File: config.mk
export PLATFORM = sky130hd
export DESIGN_NAME = tlb_lookup_pipe_flat
export DESIGN_NICKNAME = d
export VERILOG_FILES = /design/src/rtl/tlb_lookup_pipe_pkg.sv /design/src/rtl/tlb_lookup_pipe_if.sv /design/src/rtl/tlb_lookup_pipe_match.sv /design/src/rtl/tlb_lookup_pipe.sv /design/src/flat_wrapper.sv
export SDC_FILE = /design/constraint.sdc
export NUM_CORES = 1
export LEC_CHECK = 0
export ABC_CLOCK_PERIOD_IN_PS = 7020
export CAP_MARGIN = 40
export CORE_AREA = 2 2 630 632
export CTS_CLUSTER_SIZE = 14
export DETAILED_ROUTE_END_ITERATION = 12
export DIE_AREA = 0 0 632 634
export SETUP_SLACK_MARGIN = 0.3
export SLEW_MARGIN = 25
export SYNTH_ARGS = -nofsm -noshare
export SYNTH_HDL_FRONTEND = slang
export SYNTH_SLANG_ARGS = --single-unit
File: constraint.sdc
create_clock -name clk -period 7.02 [get_ports clk]
set_input_delay 0.702 -clock clk [delete_from_list [all_inputs] [get_ports clk]]
set_output_delay 0.702 -clock clk [all_outputs]
set_load 0.01 [all_outputs]
File: src/rtl/tlb_lookup_pipe_pkg.sv
// Shared TLB types and constants for the tlb_lookup_pipe slice.
// Contents: address, ASID and ecode types; TLB entry layout; lookup-type encoding;
// page-size constants; LoongArch-style exception codes.
package tlb_lookup_pipe_pkg;

  localparam int unsigned VA_W      = 32;
  localparam int unsigned PA_W      = 32;
  localparam int unsigned ASID_W    = 10;
  localparam int unsigned VPPN_W    = 19;
  localparam int unsigned PPN_W     = 20;
  localparam int unsigned PS_W      = 6;
  localparam int unsigned ECODE_W   = 7;
  localparam int unsigned OFS_4K_W  = 12;
  localparam int unsigned OFS_4M_W  = 21;
  // Extra VPPN/PPN bits ignored by a 4MB page compared with a 4KB page
  localparam int unsigned BIG_SHIFT = OFS_4M_W - OFS_4K_W;

  localparam logic [PS_W-1:0] PS_4KB = PS_W'(12);
  localparam logic [PS_W-1:0] PS_4MB = PS_W'(21);

  typedef logic [VA_W-1:0]    virt_t;
  typedef logic [PA_W-1:0]    phy_t;
  typedef logic [ASID_W-1:0]  asid_t;
  typedef logic [ECODE_W-1:0] esubcode_ecode_t;

  localparam esubcode_ecode_t ECODE_NONE = ECODE_W'(8'h00);
  localparam esubcode_ecode_t ECODE_PME  = ECODE_W'(8'h04);
  localparam esubcode_ecode_t ECODE_PPI  = ECODE_W'(8'h07);
  localparam esubcode_ecode_t ECODE_TLBR = ECODE_W'(8'h3F);

  // Encoded so that {5'b0, type} is directly the PIL/PIS/PIF invalid-page ecode
  typedef enum logic [1:0] {
    LOOKUP_LOAD  = 2'd1,
    LOOKUP_STORE = 2'd2,
    LOOKUP_FETCH = 2'd3
  } tlb_lookup_type_t;

  typedef struct packed {
    logic [PPN_W-1:0] ppn;
    logic [1:0]       plv;
    logic [1:0]       mat;
    logic             d;
    logic             v;
  } tlb_phy_t;

  typedef struct packed {
    logic             e;
    logic             g;
    asid_t            asid;
    logic [VPPN_W-1:0] vppn;
    logic [PS_W-1:0]  ps;
    tlb_phy_t [1:0]   phy;
  } tlb_entry_t;

endpackage

File: src/rtl/tlb_lookup_pipe_if.sv
// Per-port request/response bundle of tlb_lookup_pipe.
// Request: req_valid/req_ready handshake, req_va, req_type.
// Response: resp_valid/resp_ready handshake, resp_pa, resp_mat, resp_ecode,
// resp_is_exc, resp_idx; resp_multihit only when TLB_MULTIHIT_CHK_EN is defined.
// master = requester side, slave = lookup pipe side.
interface tlb_lookup_pipe_if
  import tlb_lookup_pipe_pkg::*;
#(
  parameter int unsigned ENTRY_NUM = 16,
  parameter int unsigned PORT_NUM  = 2
);
  localparam int unsigned IDX_W = $clog2(ENTRY_NUM);

  logic [PORT_NUM-1:0] req_valid;
  logic [PORT_NUM-1:0] req_ready;
  virt_t               req_va     [PORT_NUM];
  tlb_lookup_type_t    req_type   [PORT_NUM];
  logic [PORT_NUM-1:0] resp_valid;
  logic [PORT_NUM-1:0] resp_ready;
  phy_t                resp_pa    [PORT_NUM];
  logic [1:0]          resp_mat   [PORT_NUM];
  esubcode_ecode_t     resp_ecode [PORT_NUM];
  logic [PORT_NUM-1:0] resp_is_exc;
  logic [IDX_W-1:0]    resp_idx   [PORT_NUM];
`ifdef TLB_MULTIHIT_CHK_EN
  logic [PORT_NUM-1:0] resp_multihit;
`endif

  modport master (
    output req_valid, req_va, req_type, resp_ready,
    input  req_ready, resp_valid, resp_pa, resp_mat, resp_ecode, resp_is_exc, resp_idx
`ifdef TLB_MULTIHIT_CHK_EN
    , input resp_multihit
`endif
  );

  modport slave (
    input  req_valid, req_va, req_type, resp_ready,
    output req_ready, resp_valid, resp_pa, resp_mat, resp_ecode, resp_is_exc, resp_idx
`ifdef TLB_MULTIHIT_CHK_EN
    , output resp_multihit
`endif
  );

endinterface

File: src/rtl/tlb_lookup_pipe_match.sv
// tlb_match: combinational associative search of the TLB for one lookup.
// Ports: entrys_i (live TLB array), vpn_i (va[31:13]), asid_i (current ASID),
// hit_o (per-entry hit vector), first_idx_o (lowest hitting index, 0 if none).
module tlb_lookup_pipe_match
  import tlb_lookup_pipe_pkg::*;
#(
  parameter int unsigned ENTRY_NUM = 16
) (
  input  tlb_entry_t                     entrys_i [ENTRY_NUM],
  input  logic [VPPN_W-1:0]              vpn_i,
  input  asid_t                          asid_i,
  output logic [ENTRY_NUM-1:0]           hit_o,
  output logic [$clog2(ENTRY_NUM)-1:0]   first_idx_o
);

  localparam int unsigned IDX_W = $clog2(ENTRY_NUM);

  // Hit vector; a 4MB page compares only the VPPN bits above the 4MB offset
  always_comb begin
    hit_o = '0;
    for (int unsigned i = 0; i < ENTRY_NUM; i++) begin
      hit_o[i] = entrys_i[i].e
               & (entrys_i[i].g | (entrys_i[i].asid == asid_i))
               & (entrys_i[i].ps[0]
                  ? (vpn_i[VPPN_W-1:BIG_SHIFT] == entrys_i[i].vppn[VPPN_W-1:BIG_SHIFT])
                  : (vpn_i == entrys_i[i].vppn));
    end
  end

  // Priority encoder: scanning downwards leaves the lowest hit index
  always_comb begin
    first_idx_o = '0;
    for (int i = int'(ENTRY_NUM) - 1; i >= 0; i--) begin
      if (hit_o[i]) first_idx_o = IDX_W'(i);
    end
  end

  // Page-size upper bits and physical halves are not part of the search
  logic unused_fields;
  always_comb begin
    unused_fields = 1'b0;
    for (int unsigned i = 0; i < ENTRY_NUM; i++) begin
      unused_fields = unused_fields ^ (^{entrys_i[i].ps[PS_W-1:1], entrys_i[i].phy});
    end
  end

endmodule

File: src/rtl/tlb_lookup_pipe.sv
// tlb_lookup_pipe: PORT_NUM independent 2-stage TLB lookup pipelines
// (S1 = associative match, S2 = translation/permission result).
// Ports: clk, rst (async, active-high); entrys_i (live TLB array); asid_i; plv_i;
// flush_i (kills all in-flight lookups); lk (slave side of tlb_lookup_pipe_if).
// Optional macro TLB_MULTIHIT_CHK_EN adds resp_multihit per port.
module tlb_lookup_pipe
  import tlb_lookup_pipe_pkg::*;
#(
  parameter int unsigned ENTRY_NUM = 16,
  parameter int unsigned PORT_NUM  = 2
) (
  input  logic       clk,
  input  logic       rst,
  input  tlb_entry_t entrys_i [ENTRY_NUM],
  input  asid_t      asid_i,
  input  logic [1:0] plv_i,
  input  logic       flush_i,
  tlb_lookup_pipe_if.slave lk
);

  localparam int unsigned IDX_W = $clog2(ENTRY_NUM);
  // Only the largest page offset plus its odd/even select bit survives past S1
  localparam int unsigned VOFF_W = OFS_4M_W + 1;

  for (genvar p = 0; p < PORT_NUM; p++) begin : g_port

    logic [ENTRY_NUM-1:0] hit_c;
    logic [IDX_W-1:0]     hit_idx_c;

    tlb_lookup_pipe_match #(.ENTRY_NUM(ENTRY_NUM)) u_match (
      .entrys_i    (entrys_i),
      .vpn_i       (lk.req_va[p][VA_W-1:OFS_4K_W+1]),
      .asid_i      (asid_i),
      .hit_o       (hit_c),
      .first_idx_o (hit_idx_c)
    );

    logic                 s1_valid_q;
    logic [VOFF_W-1:0]    s1_voff_q;
    tlb_lookup_type_t     s1_type_q;
    logic [1:0]           s1_plv_q;
    logic [ENTRY_NUM-1:0] s1_hit_q;
    logic [IDX_W-1:0]     s1_idx_q;

    logic                 s2_valid_q;
    phy_t                 s2_pa_q;
    logic [1:0]           s2_mat_q;
    esubcode_ecode_t      s2_ecode_q;
    logic                 s2_exc_q;
    logic [IDX_W-1:0]     s2_idx_q;

    logic s2_adv_c;
    logic req_ready_c;

    // S2 takes a new result when empty or being drained this cycle
    assign s2_adv_c    = ~s2_valid_q | lk.resp_ready[p];
    assign req_ready_c = flush_i | ~s1_valid_q | s2_adv_c;

    // S1: capture request and match result
    always_ff @(posedge clk or posedge rst) begin
      if (rst) begin
        s1_valid_q <= 1'b0;
        s1_voff_q  <= '0;
        s1_type_q  <= LOOKUP_LOAD;
        s1_plv_q   <= '0;
        s1_hit_q   <= '0;
        s1_idx_q   <= '0;
      end else if (flush_i) begin
        s1_valid_q <= 1'b0;
      end else if (req_ready_c) begin
        s1_valid_q <= lk.req_valid[p];
        if (lk.req_valid[p]) begin
          s1_voff_q <= lk.req_va[p][VOFF_W-1:0];
          s1_type_q <= lk.req_type[p];
          s1_plv_q  <= plv_i;
          s1_hit_q  <= hit_c;
          s1_idx_q  <= hit_idx_c;
        end
      end
    end

    // S2 result; the entry is re-read here so it reflects the array at transfer
    logic            big_c;
    logic            odd_c;
    tlb_phy_t        ph_c;
    phy_t            pa_c;
    logic [1:0]      mat_c;
    esubcode_ecode_t ecode_c;
    logic            exc_c;
    logic [IDX_W-1:0] idx_c;

    always_comb begin
      big_c   = entrys_i[s1_idx_q].ps[0];
      odd_c   = big_c ? s1_voff_q[OFS_4M_W] : s1_voff_q[OFS_4K_W];
      ph_c    = entrys_i[s1_idx_q].phy[odd_c];
      pa_c    = '0;
      mat_c   = '0;
      ecode_c = ECODE_NONE;
      exc_c   = 1'b1;
      idx_c   = s1_idx_q;
      if (~|s1_hit_q) begin
        ecode_c = ECODE_TLBR;
        idx_c   = '0;
      end else if (!ph_c.v) begin
        ecode_c = {5'b0, s1_type_q};
      end else if (s1_plv_q > ph_c.plv) begin
        ecode_c = ECODE_PPI;
      end else if ((s1_type_q == LOOKUP_STORE) && !ph_c.d) begin
        ecode_c = ECODE_PME;
      end else begin
        exc_c = 1'b0;
        mat_c = ph_c.mat;
        pa_c  = big_c ? {ph_c.ppn[PPN_W-1:BIG_SHIFT], s1_voff_q[OFS_4M_W-1:0]}
                      : {ph_c.ppn, s1_voff_q[OFS_4K_W-1:0]};
      end
    end

    always_ff @(posedge clk or posedge rst) begin
      if (rst) begin
        s2_valid_q <= 1'b0;
        s2_pa_q    <= '0;
        s2_mat_q   <= '0;
        s2_ecode_q <= '0;
        s2_exc_q   <= 1'b0;
        s2_idx_q   <= '0;
      end else if (flush_i) begin
        s2_valid_q <= 1'b0;
      end else if (s2_adv_c) begin
        s2_valid_q <= s1_valid_q;
        if (s1_valid_q) begin
          s2_pa_q    <= pa_c;
          s2_mat_q   <= mat_c;
          s2_ecode_q <= ecode_c;
          s2_exc_q   <= exc_c;
          s2_idx_q   <= idx_c;
        end
      end
    end

    assign lk.req_ready[p]   = req_ready_c;
    assign lk.resp_valid[p]  = s2_valid_q;
    assign lk.resp_pa[p]     = s2_pa_q;
    assign lk.resp_mat[p]    = s2_mat_q;
    assign lk.resp_ecode[p]  = s2_ecode_q;
    assign lk.resp_is_exc[p] = s2_exc_q;
    assign lk.resp_idx[p]    = s2_idx_q;

`ifdef TLB_MULTIHIT_CHK_EN
    // More than one bit set <=> clearing the lowest set bit leaves a nonzero vector
    logic s2_mh_q;
    always_ff @(posedge clk or posedge rst) begin
      if (rst) begin
        s2_mh_q <= 1'b0;
      end else if (!flush_i && s2_adv_c && s1_valid_q) begin
        s2_mh_q <= |(s1_hit_q & (s1_hit_q - ENTRY_NUM'(1)));
      end
    end
    assign lk.resp_multihit[p] = s2_mh_q;
`endif

  end

endmodule

File: src/flat_wrapper.sv
// flat-port wrapper written by rule: the top's interface ports become plain ports
module tlb_lookup_pipe_flat import tlb_lookup_pipe_pkg::*;
#(
  parameter int unsigned ENTRY_NUM = 16,
  parameter int unsigned PORT_NUM  = 2
)
  (clk, rst, entrys_i, asid_i, plv_i, flush_i, lk_req_valid, lk_req_va, lk_req_type, lk_resp_ready, lk_req_ready, lk_resp_valid, lk_resp_pa, lk_resp_mat, lk_resp_ecode, lk_resp_is_exc, lk_resp_idx);
  tlb_lookup_pipe_if #(.ENTRY_NUM(ENTRY_NUM), .PORT_NUM(PORT_NUM)) lk_i ();
  input  logic clk;
  input  logic rst;
  input  tlb_entry_t entrys_i[ENTRY_NUM];
  input  asid_t asid_i;
  input  logic [1:0] plv_i;
  input  logic flush_i;
  input wire logic [$bits(lk_i.req_valid)-1:0] lk_req_valid;
  input wire logic [$bits(lk_i.req_va)-1:0] lk_req_va;
  input wire logic [$bits(lk_i.req_type)-1:0] lk_req_type;
  input wire logic [$bits(lk_i.resp_ready)-1:0] lk_resp_ready;
  output wire logic [$bits(lk_i.req_ready)-1:0] lk_req_ready;
  output wire logic [$bits(lk_i.resp_valid)-1:0] lk_resp_valid;
  output wire logic [$bits(lk_i.resp_pa)-1:0] lk_resp_pa;
  output wire logic [$bits(lk_i.resp_mat)-1:0] lk_resp_mat;
  output wire logic [$bits(lk_i.resp_ecode)-1:0] lk_resp_ecode;
  output wire logic [$bits(lk_i.resp_is_exc)-1:0] lk_resp_is_exc;
  output wire logic [$bits(lk_i.resp_idx)-1:0] lk_resp_idx;
  assign lk_i.req_valid = lk_req_valid;
  assign lk_i.req_va = {>>{lk_req_va}};
  assign lk_i.req_type = {>>{lk_req_type}};
  assign lk_i.resp_ready = lk_resp_ready;
  assign lk_req_ready = lk_i.req_ready;
  assign lk_resp_valid = lk_i.resp_valid;
  assign lk_resp_pa = {>>{lk_i.resp_pa}};
  assign lk_resp_mat = {>>{lk_i.resp_mat}};
  assign lk_resp_ecode = {>>{lk_i.resp_ecode}};
  assign lk_resp_is_exc = lk_i.resp_is_exc;
  assign lk_resp_idx = {>>{lk_i.resp_idx}};
  tlb_lookup_pipe #(.ENTRY_NUM(ENTRY_NUM), .PORT_NUM(PORT_NUM)) u_core (.clk(clk), .rst(rst), .entrys_i(entrys_i), .asid_i(asid_i), .plv_i(plv_i), .flush_i(flush_i), .lk(lk_i));
endmodule
# Yosys cells after proc, flatten, opt, wreduce, memory -nomap -nowiden
# Index checks and enable logic that the tools add are counted.
# Widths: inputs -> output; s select.
[word_totals] word_cells=323 reg_bits=188 ram_bits=0 rom_bits=0 latch_bits=0 n_memories=0
[op_classes] bitwise_logic=77 n_mul=0 div=0 n_addsub=0 order_cmp=6 n_eq_ne=82 n_mux=120 shifts=0 n_reduce_logical=14
[op_table] cell="$bmux 89 s4" n=2
[op_table] cell="$eq 19x19->1" n=32
[op_table] cell="$eq 10x10->1" n=48
[op_table] cell="$mux 32" n=8
[op_table] cell="$mux 53" n=4
[op_table] cell="$mux 4" n=34
[op_table] cell="$mux 26" n=4
[op_table] cell="$mux 1" n=50
[op_table] cell="$and 1x1->1" n=48
[op_table] cell="$mux 21" n=2
[op_table] cell="$mux 7" n=6
[op_table] cell="$reduce_or 16->1" n=2
[op_table] cell="$or 1x1->1" n=22
[op_table] cell="$mux 2" n=8
[op_table] cell="$reduce_and 3->1" n=4
[op_table] cell="$ge 5x5->1 const B" n=2
[op_table] cell="$not 4->5" n=2
[op_table] cell="$reduce_bool 2->1" n=4
[op_table] cell="$mux 3" n=2
[op_table] cell="$not 1->1" n=5
[op_table] cell="$eq 2x2->1 const B" n=2
[op_table] cell="$gt 2x2->1" n=2
[op_table] cell="$lt 1x2->1 const B" n=2
[op_table] cell="$logic_and 1x1->1" n=2
[op_table] cell="$logic_not 1->1" n=2

# Longest topological paths before layout
# Gate-level depths: netlist of the first run.
[logic_depth] word_depth=20 depth_mapped=17 mapped_depth_nobuf=13

# By module
# Synthesis of the first run repeated with hierarchy kept, for this count alone.
[unflattened] hier_cells=2768 hier_area_um2=31971.9
[modules_own_cells] mod="tlb_lookup_pipe" area_each_um2=20566.0 n_inst=1 cells_each=1348
[modules_own_cells] mod="tlb_lookup_pipe_match" area_each_um2=5703.0 n_inst=2 cells_each=710

# Least setup slack after synthesis of the first run
# OpenSTA, ideal clock, no wires.
[synth_path] kind="input -> register" from="in entrys_i[52] (netlist bit)" to="reg u_core.g_port[0].s2_pa_q[0]" path_slack_ns=2.991 t_arrival_ns=3.907 cell_stages=13 setup_time_ns=0.122 required_ns=6.898 cell_sequence="mux4_2 -> mux4_2 -> buf_2 -> mux2i_4 -> buf_4 -> mux2i_1 -> mux4_2 -> ha_1 -> a21oi_1 -> a21oi_1 -> a31oi_4 -> buf_2 -> a32o_1"
[synth_between] elab_chain_cells=12 word_cells_on_any_way=13 classes_between="order compare (1); mux (10); reduce/logical (2)"
[synth_rtl] item="start, declared" line="flat_wrapper.sv:11" source="input tlb_entry_t entrys_i[ENTRY_NUM];"
[synth_rtl] item="$bmux 89 s4 (*)" line="tlb_lookup_pipe.sv:93" source="big_c = entrys_i[s1_idx_q].ps[0];"
[synth_rtl] item="$mux 53 (implied by the code) (*) (2 in a row)" line="tlb_lookup_pipe.sv:93"
[synth_rtl] item="$mux 1 (*)" line="tlb_lookup_pipe.sv:94" source="odd_c = big_c ? s1_voff_q[OFS_4M_W] : s1_voff_q[OFS_4K_W];"
[synth_rtl] item="$mux 26 (implied by the code) (*) (2 in a row)" line="tlb_lookup_pipe.sv:95" source="ph_c = entrys_i[s1_idx_q].phy[odd_c];"
[synth_rtl] item="$logic_not 1->1" line="tlb_lookup_pipe.sv:108" source="end else if ((s1_type_q == LOOKUP_STORE) && !ph_c.d) begin"
[synth_rtl] item="$logic_and 1x1->1" line="tlb_lookup_pipe.sv:108"
[synth_rtl] item="$mux 32" line="tlb_lookup_pipe.sv:108"
[synth_rtl] item="$mux 32" line="tlb_lookup_pipe.sv:106" source="end else if (s1_plv_q > ph_c.plv) begin"
[synth_rtl] item="$mux 32 (*)" line="tlb_lookup_pipe.sv:104" source="end else if (!ph_c.v) begin"
[synth_rtl] item="$mux 32 (*)" line="tlb_lookup_pipe.sv:101" source="if (~|s1_hit_q) begin"
[synth_rtl] item="end signal, assigned" line="tlb_lookup_pipe.sv:131" source="s2_pa_q <= pa_c;"
[synth_rtl] item="end, declared" line="tlb_lookup_pipe.sv:46" source="phy_t s2_pa_q;"
# Every way passes the cells marked *; elsewhere a longest branch is shown, timed or not. The select of a mux whose other input is x is not followed.
# A chain may end at the register's enable or synchronous reset.

# Final worst setup path of the first run
[layout_path] from="in entrys_i[52] (netlist bit)" to="reg u_core.g_port[1].s2_pa_q[30]"
[layout_between] elab_chain_cells=12 word_cells_on_any_way=13 classes_between="order compare (1); mux (10); reduce/logical (2)"
[layout_rtl] item="$bmux 89 s4 (*)" line="tlb_lookup_pipe.sv:93"
[layout_rtl] item="$mux 53 (implied by the code) (*) (2 in a row)" line="tlb_lookup_pipe.sv:93"
[layout_rtl] item="$mux 1 (*)" line="tlb_lookup_pipe.sv:94"
[layout_rtl] item="$mux 26 (implied by the code) (*) (2 in a row)" line="tlb_lookup_pipe.sv:95"
[layout_rtl] item="$logic_not 1->1" line="tlb_lookup_pipe.sv:108"
[layout_rtl] item="$logic_and 1x1->1" line="tlb_lookup_pipe.sv:108"
[layout_rtl] item="$mux 32" line="tlb_lookup_pipe.sv:108"
[layout_rtl] item="$mux 32" line="tlb_lookup_pipe.sv:106"
[layout_rtl] item="$mux 32 (*)" line="tlb_lookup_pipe.sv:104"
[layout_rtl] item="$mux 32 (*)" line="tlb_lookup_pipe.sv:101"
[layout_rtl] item="end signal, assigned" line="tlb_lookup_pipe.sv:131"
[layout_rtl] item="end, declared" line="tlb_lookup_pipe.sv:46"
# Marked as above.

==> results summary, run 1 <==
The flow ran to the end, and the final reports show no timing, DRC or antenna violations. The number of detailed-routing iterations run before antenna repair is 5. The worst setup skew after layout came out at 0.0562 ns. Setup repair after global routing left no endpoint under its margin. The final layout net count is 5,594. The number of global-route vias before repair came out at 32.1k. The average detailed-routed wire length per instance is 37.6 um. The cell family contributing the most delay on the critical path is multiplexers.

Counting the fill cells in the layout gives 44.7k. The number of sinks driven by the clock tree came out at 182. STA classifies the critical path endpoint as a flip-flop. The longest individual stage delay on the worst path is 0.81 ns. The reported max-cap violation count came out at 0. In this run the deepest clock path goes through 3 buffers. STA puts the critical path data required time at 7.41 ns. The number of levels in the clock H-tree came out at 4.

The proportion of register bits with asynchronous set or reset after synthesis came out at 100%. The global-route wire length before repair came out at 425 mm. The insertion delay of the later-clocked pin in the worst-skew pair is 0.58 ns. The signal on the critical path passes through clkdlybuf4s50_1 -> mux4_2 -> mux4_2 -> mux2i_4 -> buf_4 -> mux2i_1 -> mux4_2 -> inv_1 -> ha_1 -> a21oi_1 -> a31oi_4 -> buf_4 -> nand2_2 -> o21ai_0. The distinct cell type count of the synthesized netlist is 55.

The worst slew margin relative to its limit came out at 33.7%. The number of rows created at floorplan came out at 231. In this run the clock root is driven by a sky130_fd_sc_hd__clkbuf_16. For the final routed database, the setup TNS stands at 0 ns.

The number of cells upsized or downsized after cts is 0. The detailed-route DRC error count is 0. After layout, the minimum clock period comes to 5.61 ns. The remaining antenna violation count after routing is 0. Power comes to 5.26 mW.

Among all flip-flop cells after synthesis, the most frequent one is sky130_fd_sc_hd__dfrtp_1. After detailed routing, the number of vias per cell comes to 3.51. The core box area came out at 394,000 sq um. For this run the aggregate overflow at the end of global routing stands at 0. The final wirelength is 357 mm.

The met2 wire length is 155 mm. In this run, synthesis inferred 0 flip-flops with an integrated enable. The TritonCTS buffer count came out at 25.

The warning count from the yosys run is 0. Of all nets on the critical path, the largest fanout is 22. The pin count of the biggest net entering global routing came out at 112. The buffer and inverter count on the worst path is 4. Synthesis produced 2,654 cells. The detailed route wirelength on metal3 came out at 50.9 mm.

The routability congestion estimate from global placement came out at 0.948. The total of flip-flops plus latches after synthesis is 182. The post-CTS setup repair buffer count is 0.

For this design the top-level I/O count stands at 1,607. The slowest stage of the critical path is the sky130_fd_sc_hd__clkdlybuf4s50_1 cell. The global-route usage over all layers came out at 17.1%. In the layout the commonest cells are sky130_fd_sc_hd__clkdlybuf4s50_1, sky130_fd_sc_hd__mux4_2, sky130_fd_sc_hd__xor2_1, sky130_fd_sc_hd__nand2_1, sky130_fd_sc_hd__xnor2_1. The initial antenna violation count came out at 415. The power per standard cell area is 99.5 nW/um^2. The detailed placer's ending HPWL is 321 mm. From left edge to right edge, the die measures 632 um. The area growth from synthesis to layout is 78.7%. The floorplan step defined a die boundary enclosing 401,000 sq um. The share of layout cells above drive strength 1 is 19.0%. The synthesized area divided by synthesized cell count came out at 11.1 sq um.

The fmax came out at 178 MHz. The slew of the pin with the lowest slew margin came out at 0.967 ns. The detailed router finished its first iteration with 3,585 violations.

The category of the most critical setup path is input pin to flip-flop. The clock input transition at the sequential cells of the worst setup and hold paths is 0.07 ns. In this run the worst hold path is classified as flip-flop to flip-flop.

The highest layer touched by signal routing is met5. In the final layout, the multi-input gates occupy 23,800 sq um. STA classifies the critical path startpoint as an input pin. The setup violation total in the final timing report came out at 0. The area of the mapped netlist came out at 29,600 sq um. TritonCTS built the clock tree. The fraction of the cycle the final worst path needs came out at 80.0%. The floorplan step set the die height to 634 um.

The leakage dissipation is 16.8 nW. The count of buffers added on input and output ports is 1,524. The sequential fraction of the synthesis area is 15.4%. In the final routing, the length of wire on met1 measures 138 mm. The via total after detailed routing came out at 33.4k. The worst IR drop on VDD came out at 0.142 mV. The starting density of the core is 7.50%.

The data arrival time of the critical path came out at 6.00 ns. The number of hold-slack violations in the final timing report is 0. The total count of max-transition violations in the final report came out at 0. The most common cell after layout, fill and taps aside is sky130_fd_sc_hd__clkdlybuf4s50_1. Registers take 4590 sq um. The number of hold buffers added after CTS came out at 0. The most common cell type on the critical path is sky130_fd_sc_hd__mux4_2.
## through the flow
stage	cells	hold slack [ns]	util (%)	instance area [sq um]	setup slack [ns]
2_1_floorplan	2655	0.440	-	29600	1.38
4_1_cts	9319	0.474	13.3	52200	1.18
3_3_place_gp	9262	0.452	13.0	51100	0.607
3_5_place_dp	9286	0.459	13.1	51500	0.563
6_report	9496	0.467	13.4	52800	1.41
5_1_grt	9402	0.500	13.3	52600	1.13
## kinds of logic (layout without fill, tap and decap cells)
family / after synthesis / count (layout) / synth area share [%]
simple gates: 610 / 610 / 10.1
other cells: 1 / 171 / 0.0127
buf+inv: 294 / 1724 / 4.22
flops: 182 / 182 / 15.4
fa+ha+maj: 4 / 4 / 0.169
compound gates: 201 / 201 / 4.86
xor+xnor: 768 / 768 / 22.8
mux: 594 / 594 / 42.5
## cell usage after synthesis, types with 33 or more instances
master | instances | share of area [%]
sky130_fd_sc_hd__mux4_2 | 526 | 40
sky130_fd_sc_hd__xor2_1 | 507 | 15
sky130_fd_sc_hd__nand2_1 | 295 | 3.7
sky130_fd_sc_hd__xnor2_1 | 261 | 7.7
sky130_fd_sc_hd__dfrtp_1 | 180 | 15
sky130_fd_sc_hd__clkbuf_1 | 165 | 2.1
sky130_fd_sc_hd__nor4_1 | 131 | 2.8
sky130_fd_sc_hd__buf_2 | 67 | 1.1
sky130_fd_sc_hd__mux2i_1 | 66 | 2.2
sky130_fd_sc_hd__nand4_1 | 58 | 1.2
sky130_fd_sc_hd__nor3_1 | 41 | 0.69
sky130_fd_sc_hd__o21ai_1 | 38 | 0.64
sky130_fd_sc_hd__nor2_1 | 33 | 0.42
## report_power, final
group | total, mW | switching [mW] | leakage, nW | internal, mW
Sequential | 1.21 | 0.0706 | 2.39 | 1.14
Clock | 1.32 | 0.578 | 0.371 | 0.747
Combinational | 2.72 | 1.31 | 14.1 | 1.41
Total | 5.26 | 1.96 | 16.8 | 3.29
## state kept, by name, summed over array words and instances (netlist names)
| name | flops |
|---|---|
| u_core.g_port.s2_pa_q | 64 |
| u_core.g_port.s1_voff_q | 44 |
| u_core.g_port.s1_hit_q | 32 |
| u_core.g_port.s1_idx_q | 8 |
| u_core.g_port.s2_ecode_q | 8 |
| u_core.g_port.s2_idx_q | 8 |
| u_core.g_port.s1_plv_q | 4 |
| u_core.g_port.s1_type_q | 4 |
| u_core.g_port.s2_mat_q | 4 |
| u_core.g_port.s1_valid_q | 2 |
| u_core.g_port.s2_exc_q | 2 |
| u_core.g_port.s2_valid_q | 2 |
## worst min-delay path, cell delays in order, from the launching register on
cell	delay, ns
sky130_fd_sc_hd__dfrtp_1	0.34
sky130_fd_sc_hd__nand2_1	0.05
sky130_fd_sc_hd__nand2_1	0.05
## path summary, 6_finish.rpt
check / slack, ns / cells after the start / startpoint / endpoint
hold / removal: 0.47 / 2 / u_core.g_port[1].s2_idx_q[0] / u_core.g_port[1].s2_idx_q[0]
setup reg to reg: 1.74 / 13 / u_core.g_port[1].s1_idx_q[0] / u_core.g_port[1].s2_pa_q[30]
hold reg to reg: 0.47 / 2 / u_core.g_port[1].s2_idx_q[0] / u_core.g_port[1].s2_idx_q[0]
setup / recovery: 1.41 / 14 / entrys_i[52] / u_core.g_port[1].s2_pa_q[30]
max in group asynchronous: 5.20 / 3 / rst / u_core.g_port[0].s1_idx_q[1]
min in group asynchronous: 0.54 / 2 / rst / u_core.g_port[0].s2_pa_q[30]
## area by class of cell
class                   count  share of cell area, %
well taps                5242                   12.4
repair buffers           1671                   31.4
inverters                  20                  0.156
clock inverters             5                  0.149
diodes                    169                  0.801
multi-input cells        2179                   45.1
clock buffers              28                   1.26
flip-flops and latches    182                   8.68
## layer usage
layer  vias up  track usage, %
met5         -           0.411
met2      2552            26.3
li1      13290               -
met1     16553            20.0
met4       204            4.90
met3       754            9.76
No activity file was read; power rests on OpenSTA's default activity.
==> run 2: changes to the inputs <==
--- a/config.mk
+++ b/config.mk
@@ -5,7 +5,7 @@
 export SDC_FILE = /design/constraint.sdc
 export NUM_CORES = 1
 export LEC_CHECK = 0
-export ABC_CLOCK_PERIOD_IN_PS = 7020
+export ABC_CLOCK_PERIOD_IN_PS = 5700
 export CAP_MARGIN = 40
 export CORE_AREA = 2 2 630 632
 export CTS_CLUSTER_SIZE = 14
==> constraint.sdc (replaced) <==
create_clock -name clk -period 5.7 [get_ports clk]
set_input_delay 0.57 -clock clk [delete_from_list [all_inputs] [get_ports clk]]
set_output_delay 0.57 -clock clk [all_outputs]
set_load 0.01 [all_outputs]
==> results summary, run 2 (same netlist as run 1, synthesis figures left out) <==
The post-layout minimum cycle time is 5.13 ns. Among cell families on the critical path, the largest total delay comes from multiplexers. The clock tree buffer depth is 3.

The most common cell after layout, fill and taps aside is sky130_fd_sc_hd__clkdlybuf4s50_1. The clock reaches the later pin of the worst-skew pair after 0.56 ns. The worst IR drop on VDD is 0.121 mV. Across the routed clock network, the largest skew measured is 0.0435 ns. The pin count of the biggest net entering global routing is 101. The total die area is 401,000 sq um. In the layout the commonest cells are sky130_fd_sc_hd__clkdlybuf4s50_1, sky130_fd_sc_hd__mux4_2, sky130_fd_sc_hd__xor2_1, sky130_fd_sc_hd__nand2_1, sky130_fd_sc_hd__xnor2_1. The leakage dissipation is 16.9 nW. The startpoint identified for the worst register-to-register timing path is u_core.g_port[1].s1_idx_q[0]. The final critical path takes up 90.0% of the cycle. The count of filler cells inserted in the layout came out at 44.6k. The total count of max-transition violations in the final report is 0. Measured along the x axis, the die boundary spans 632 um.

The post-route non-filler standard cell count came out at 9,474. In the routed design, unresolved DRC markers number 0. Across all hold checks on the routed design, the worst slack comes to 0.367 ns. Setup repair after global routing left no endpoint under its margin. After clock tree synthesis, the clock-pin slew on the worst setup and hold paths is 0.10 ns. The count of nets left with antenna violations once routing finished came out at 0. The first detailed-routing pass ran for 6 iterations. The share of layout cells above drive strength 1 came out at 19.0%.

Along the worst path, the maximum fanout reaches 15. Buffers placed on the I/O ports in this run total 1,524. For this design the top-level I/O count stands at 1,607. After global routing the overflow that remains totals 0.

The clock tree synthesis step divided the H-tree into 4 levels. The layout overhead on the synthesized area is 78.9%. In this run the clock root is driven by a sky130_fd_sc_hd__clkbuf_16. The worst register-to-register path ends at u_core.g_port[1].s2_exc_q. The critical path goes through clkdlybuf4s50_1 -> mux4_2 -> mux4_2 -> mux2i_4 -> buf_4 -> mux2i_1 -> mux4_2 -> ha_1 -> a21oi_1 -> a21oi_1 -> a31oi_4 -> nand2_2 -> buf_4 -> o21a_1.

The worst slew margin relative to its limit came out at 36.5%. The setup violation total in the final timing report came out at 0. The global-route wire length before repair came out at 422 mm. The vias per cell came out at 3.50. The power per standard cell area came out at 122 nW/um^2.

The buffer and inverter count on the worst path is 3. u_core.g_port.s2_pa_q holds more flip-flops than any other register. The detailed placer's ending HPWL is 318 mm. The number of hold buffers added after CTS came out at 0. The slew of the pin with the lowest slew margin came out at 0.940 ns. In this design, the critical path's most frequently occurring cell is sky130_fd_sc_hd__mux4_2.

The die is 634 um tall. The initial antenna violation count came to 416. For this run, the total global-route usage over all layers was measured as 16.9%. The number of rows created at floorplan came out at 231. The average detailed-routed wire length per instance is 37.1 um. Buffers added to address setup during post-CTS repair amount to 0. The routability congestion estimate from global placement came out at 0.961. STA classifies the critical path startpoint as an input pin.

The number of cell instances on the worst register-to-register path is 13. The critical path is of the input pin to flip-flop type. STA classifies the critical path endpoint as a flip-flop. The starting density of the core came out at 7.50%.

The data required time of the critical path came out at 6.11 ns. The register-to-register setup slack is 0.80 ns. The number of cells upsized or downsized after cts is 0. Among all stages on the critical path, the largest delay is contributed by sky130_fd_sc_hd__clkdlybuf4s50_1. After the last flow step, the layout net total stands at 5,611. The flip-flop count of the largest register, all copies and words added is 64.

For the final routed database, the setup TNS stands at 0 ns. The number of design-rule violations left by the first detailed-router iteration came out at 3,299. The number of sinks driven by the clock tree came out at 182. The cell total after placement is 9,304. The fmax came out at 195 MHz.

In the final layout, the registers with the most flip-flops are u_core.g_port.s2_pa_q x64, u_core.g_port.s1_voff_q x44, u_core.g_port.s1_hit_q x32. The worst hold path belongs to the class input pin to async pin. For this run, the slowest stage of the critical path takes 0.86 ns. The number of global-route vias before repair is 32.5k. The number of hold-slack violations in the final timing report is 0. The final core utilization came out at 13.4%. The core box area came out at 394,000 sq um. The CTS tree is done. Wires add up to 352 mm. The data arrival time of the critical path came out at 5.54 ns. Across the run, the number of max-cap violations was 0. The run finished with clean final reports.

The via total after detailed routing came out at 33.2k. The number of clock buffers added by TritonCTS is 25.
==> run 2: changes by cell type in the layout (fill, tap and decap cells not counted), moves of 3 or more <==
| cell | change |
|---|---|
| sky130_fd_sc_hd__diode_2 | -39 |
| sky130_fd_sc_hd__clkdlybuf4s50_1 | +12 |
| sky130_fd_sc_hd__buf_2 | -9 |
| sky130_fd_sc_hd__buf_4 | +9 |
| sky130_fd_sc_hd__buf_6 | +7 |
| sky130_fd_sc_hd__buf_16 | -4 |
| sky130_fd_sc_hd__nor4_1 | +4 |
| sky130_fd_sc_hd__nor4_2 | -4 |
| sky130_fd_sc_hd__a41oi_1 | -3 |
| sky130_fd_sc_hd__a41oi_2 | +3 |
| sky130_fd_sc_hd__buf_12 | +3 |
| sky130_fd_sc_hd__clkbuf_8 | -3 |
| sky130_fd_sc_hd__clkinvlp_4 | +3 |
==> run 2: metal layers <==
layer  vias to the layer above  track usage [%]  wire [um]
met2                      2441             25.8     152000
met5                         -            0.628       1400
met3                       786             10.2      50200
li1                      13256                -          -
met4                       220             5.33      13100
met1                     16472             19.4     135000
==> run 2: how the worst max path moves through the flow <==
stage,startpoint,end,slack (ns),cells after the start
floorplan,entrys_i[52],u_core.g_port[0].s2_pa_q[0],1.80,13
global placement,entrys_i[52],u_core.g_port[1].s2_mat_q[0],-0.08,16
detailed placement,entrys_i[52],u_core.g_port[1].s2_exc_q,0.008,14
CTS,entrys_i[52],u_core.g_port[1].s2_exc_q,0.58,14
global route,entrys_i[52],u_core.g_port[1].s2_pa_q[20],0.45,14
finish,entrys_i[52],u_core.g_port[1].s2_exc_q,0.57,14
==> run 2: layout make-up <==
type | count | area (sq um) | area share (%)
Antenna cell | 130 | 325 | 0.615
Clock buffer | 25 | 626 | 1.18
Clock inverter | 8 | 98.8 | 0.187
Inverter | 20 | 78.8 | 0.149
Multi-Input combinational cell | 2179 | 23800 | 45.1
Sequential cell | 182 | 4590 | 8.68
Tap cell | 5242 | 6560 | 12.4
Timing Repair Buffer | 1688 | 16700 | 31.7
==> run 2: through the flow <==
| step | worst slack (ns) | area (sq um) | power, mW |
|---|---|---|---|
| 2_1_floorplan | 1.80 | 29600 | 2.68 |
| 3_3_place_gp | -0.0801 | 51400 | 4.85 |
| 3_5_place_dp | 0.00781 | 51700 | 4.90 |
| 4_1_cts | 0.579 | 52500 | 6.54 |
| 5_1_grt | 0.455 | 52700 | 6.74 |
| 6_report | 0.570 | 52900 | 6.43 |
==> run 2: power by group <==
group	internal (mW)	switching (mW)	total [mW]
combinational	1.75	1.62	3.37
sequential	1.40	0.0850	1.49
clock	0.882	0.697	1.58
